**config.mk**
```make
export PLATFORM = sky130hd
export DESIGN_NAME = serial_word_receiver
export DESIGN_NICKNAME = d
export VERILOG_FILES = /design/src/rtl/serial_word_receiver.sv
export SDC_FILE = /design/constraint.sdc
export NUM_CORES = 1
export LEC_CHECK = 0
export CAP_MARGIN = 25
export CORE_MARGIN = 2
export CORE_UTILIZATION = 44
export DETAILED_ROUTE_END_ITERATION = 7
export PLACE_DENSITY = 0.83
export SLEW_MARGIN = 30
export SYNTH_ARGS = -nofsm -noshare
export SYNTH_HDL_FRONTEND = slang
export SYNTH_SLANG_ARGS = --single-unit
```
**constraint.sdc**
```tcl
create_clock -name clk -period 3.8 [get_ports clk]
set_clock_uncertainty 0.05 [all_clocks]
set_input_delay 0.95 -clock clk [delete_from_list [all_inputs] [get_ports clk]]
set_output_delay 0.95 -clock clk [all_outputs]
set_load 0.05 [all_outputs]
```
**src/rtl/serial_word_receiver.sv**
```systemverilog
`timescale 1ns / 1ps
// serial_word_receiver
// Collects an LSB-first serial bit stream into WIDTH-bit words and presents
// each completed word on a valid/ready handshake. A word that completes while
// the previous one is still pending and not being taken is dropped, and the
// sticky overrun flag records the loss.
//
// state | meaning
// ------+---------------------------------------------------------------
// IDLE  | after reset; serial input ignored until start
// RECV  | continuous reception; left only through reset
module serial_word_receiver #(
    parameter int WIDTH = 8,
    localparam int CW = $clog2(WIDTH + 1)
) (
    input  logic             clk,
    input  logic             reset,
    input  logic             start,
    input  logic             ser_in,
    input  logic             ser_valid,
    input  logic             out_ready,
    output logic [WIDTH-1:0] par_out,
    output logic             out_valid,
    output logic             busy,
    output logic [CW-1:0]    bit_count,
    output logic             overrun
);

    typedef enum logic {
        IDLE = 1'b0,
        RECV = 1'b1
    } state_t;

    state_t             state, state_next;
    logic [WIDTH-1:0]   shreg, shreg_next;
    logic [WIDTH-1:0]   par_next;
    logic [CW-1:0]      count_next;
    logic               valid_next;
    logic               overrun_next;
    logic [WIDTH-1:0]   word;
    logic               accept;
    logic               transfer;

    // The word as it would stand after shifting the current bit into the MSB.
    assign word     = {ser_in, shreg[WIDTH-1:1]};
    // start takes priority, so a bit presented in the start cycle is dropped.
    assign accept   = (state == RECV) && ser_valid && !start;
    assign transfer = out_valid && out_ready;
    assign busy     = (state == RECV);

    // State and datapath registers; reset clears everything asynchronously.
    always_ff @(posedge clk or posedge reset) begin
        if (reset) begin
            state     <= IDLE;
            shreg     <= '0;
            par_out   <= '0;
            bit_count <= '0;
            out_valid <= 1'b0;
            overrun   <= 1'b0;
        end else begin
            state     <= state_next;
            shreg     <= shreg_next;
            par_out   <= par_next;
            bit_count <= count_next;
            out_valid <= valid_next;
            overrun   <= overrun_next;
        end
    end

    // Next-state, shift/count, output handshake and overrun decisions.
    always_comb begin
        state_next   = state;
        shreg_next   = shreg;
        par_next     = par_out;
        count_next   = bit_count;
        valid_next   = out_valid;
        overrun_next = overrun;

        // A pending word leaves whenever downstream takes it, independent of
        // start; a completion below may immediately refill the slot.
        if (transfer) begin
            valid_next = 1'b0;
        end

        if (start) begin
            state_next   = RECV;
            shreg_next   = '0;
            count_next   = '0;
            overrun_next = 1'b0;
        end else if (accept) begin
            shreg_next = word;
            if (bit_count == CW'(WIDTH - 1)) begin
                count_next = '0;
                if (!out_valid || out_ready) begin
                    par_next   = word;
                    valid_next = 1'b1;
                end else begin
                    overrun_next = 1'b1;
                end
            end else begin
                count_next = bit_count + CW'(1);
            end
        end
    end

endmodule

```
==> flow_summary.yaml <==
run_status:
  status: "finished clean"
finish:
  final_cell_mix: "dfrtp_1 (22), nand2_1 (20), clkdlybuf4s50_1 (20)"
  final-instance-count-excl-fill: 128
  nets: 109
  syn2layout_area_growth_pct: 30.6
  final_cell_area_um2: 1190
  drive_gt1_share_pct: 14.9
  layout_commonest_cell: "dfrtp_1"
  n_antenna_cell: 0
clock_tree:
  numCtsBuffers: 3
  cts.sinks: 22
  cts_tree: "built"
  path_clk_slew_ns: 0.12
  holdBufCountCts: 0
  clockRootBuffer: "clkbuf_4"
  postCtsSetupRepairBufs: 0
  htreeDepth: 1
  ctsResizeCount: 0
  clock_latency_ns: 0.31
  cts_max_path_buffers: 2
min_path:
  min_path_type: "flip-flop to flip-flop"
  hold_depth: 1
  min_from: "par_out[2]"
  whs_endpoint: "par_out[2]"
die:
  io_pins: 21
  die-area_um2: 2450
  die_h_um: 49.5
  rows: 16
  core_um2: 1960
  start_util_pct: 46.4
  die_width_um: 49.5
timing:
  slew_violations: 0
  setup_viol: 0
  relSlewSlack_pct: 46.2
  worst_pin_slew_ns: 0.806
  rsz0062_at_grt: "false"
  finalSetupTns_ns: 0
  fin_ws_ns: 1.19
  clock.fmax_ghz: 0.383
  period_needed_ns: 2.61
  fin_crit_sh_pct: 68.8
  hold_viol: 0
global_route:
  track_usage_pct: 16.4
  grt_antenna_before_repair: 0
  grt_first_pass_wirelength_um: 2960
  grt-ovfl-total: 0
  grt_pass1_vias: 685
  grt_max_degree: 23
power_and_ir_drop:
  irDropWorstVdd_v: 0.000284
  power_w: 0.000449
  pwr-share-clk_pct: 39.6
  p_int_w: 0.000355
  leakage_nw: 0.533
  power_density_nw_per_um2: 377
  netSwitchingFraction_pct: 21.0
  p_sw_w: 0.0000942
  p_comb_share_pct: 6.9
  seqPwrFrac_pct: 53.5
routing:
  vias_per_cell: 5.20
  wl_per_cell_um: 12.8
  route.vias.total: 665
  drc: 0
  first_pass_iters: 4
  ant_nets: 0
  drt_wl_total_um: 1640
  drt_iter0_drc: 24
setup_path:
  cp_data_required_time_ns: 2.80
  critPathMaxFanout: 6
  worst_ep_arrival_time_ns: 1.61
  ff2ff_setup_slack_ns: 2.23
  max_stage_delay_ns: 0.85
  path_cells: "clkdlybuf4s50_1"
  critPathKind: "flip-flop to output pin"
  worst_path_dominant_cell_family: "buffers and inverters"
  worst-path-buf-inv: 1
  crit-reg2reg-launch: "bit_count[0]"
  end_kind: "output pin"
  reg2regPathDepth: 4
  crit_cells: 1
  setup.worst_path.start_class: "flip-flop"
  timing.rr.end: "par_out[2]"
  cp_slowest_cell: "clkdlybuf4s50_1"
placement:
  routabilityCongestion: 0.719
  place_area_um2: 1140
  io_buffers: 20
  place_ws_ns: 1.15
  dp_hpwl_um: 1190
  dpl.cell_count: 124
logic_synthesis:
  synth_mux_area_share_pct: 9.89
  async_flop_share_pct: 100
  ys_seq_area_share_pct: 60.4
  synth_top_family_by_area: "simple AND/OR/NAND/NOR gates"
  synth_compound_area_share_pct: 8.79
  yosys.area_share.simple_pct: 16.5
  synthFlopType: "dfrtp_1"
  yosysTopAreaCell: "dfrtp_1"
  synth_nets: 86
  synth_edf_count: 0
  syn_area_per_cell_um2: 11.5
  synthCells: 79
  ys_ff_latch: 22
  yosysWarnings: 0
  ys_types: 21
  synthTopCellsByArea: "dfrtp_1 (60%), mux2_2 (9.9%), nand2_1 (8.2%), a21oi_1 (4.9%), nor3b_4 (2.1%)"
  synth_top_area_share_pct: 60.4
  synthXorXnorAreaFrac_pct: 0.962
  synthAdderAreaFrac_pct: 1.37
  syn_area_um2: 911
run:
  maxCapViolations: 0
worst max path at each step:
stage | startpoint | end | slack [ns]
2_1_floorplan | bit_count[0] | par_out[0] | 2.01
3_3_place_gp | start | par_out[5] | 1.16
3_5_place_dp | start | par_out[7] | 1.15
4_1_cts | bit_count[0] | bit_count[0] | 1.17
5_1_grt | bit_count[0] | bit_count[0] | 1.14
6_report | bit_count[0] | bit_count[0] | 1.19
synth_stat cells, types with 2 or more instances:
| cell | number |
|---|---|
| dfrtp_1 | 22 |
| a21oi_1 | 9 |
| nand2_1 | 20 |
| mux2_2 | 8 |
| clkbuf_1 | 2 |
| inv_1 | 3 |
flip-flops by register name (all words and copies together) (netlist names):
name / cells
par_out: 8
shreg: 7
bit_count: 4
busy: 1
out_valid: 1
overrun: 1
per-layer routing:
layer | up-vias | GRT usage (%) | share of wire [%]
met2 | 22 | 27.5 | 50
met4 | 0 | 11.1 | 3.2
li1 | 316 | - | -
met5 | - | 0 | 0
met3 | 5 | 3.33 | 4.6
met1 | 322 | 18.8 | 42
cells by family after synthesis:
logic type                 Yosys count
adders and majority gates            1
muxes                                8
DFF                                 22
and+or+nand+nor                     29
buffers and inverters                5
AOI/OAI and AO/OA                   13
xor gates and xnor gates             1
through the flow:
| stage | util (%) | hold WS [ns] |
|---|---|---|
| 5_1_grt | 60.7 | 0.504 |
| 4_1_cts | 60.7 | 0.471 |
| 3_3_place_gp | 58.0 | 0.439 |
| 2_1_floorplan | - | 0.430 |
| 6_report | 60.7 | 0.467 |
| 3_5_place_dp | 58.0 | 0.442 |
area by class of cell:
type | instances | area [µm²]
Clock buffer | 3 | 22.5
Clock inverter | 1 | 30.0
Fill cell | 171 | 772
Inverter | 3 | 11.3
Multi-Input combinational cell | 52 | 342
Sequential cell | 22 | 551
Tap cell | 27 | 33.8
Timing Repair Buffer | 20 | 200
power groups by stage:
stage	clock network [W]	logic, W	registers, W
detailed placement	0	0.0000315	0.000245
CTS	0.000184	0.0000318	0.000240
floorplan	0	0.0000130	0.000250
global route	0.000191	0.0000342	0.000241
finish	0.000178	0.0000312	0.000240
global placement	0	0.0000307	0.000244
No activity file was read; power rests on OpenSTA's default activity.
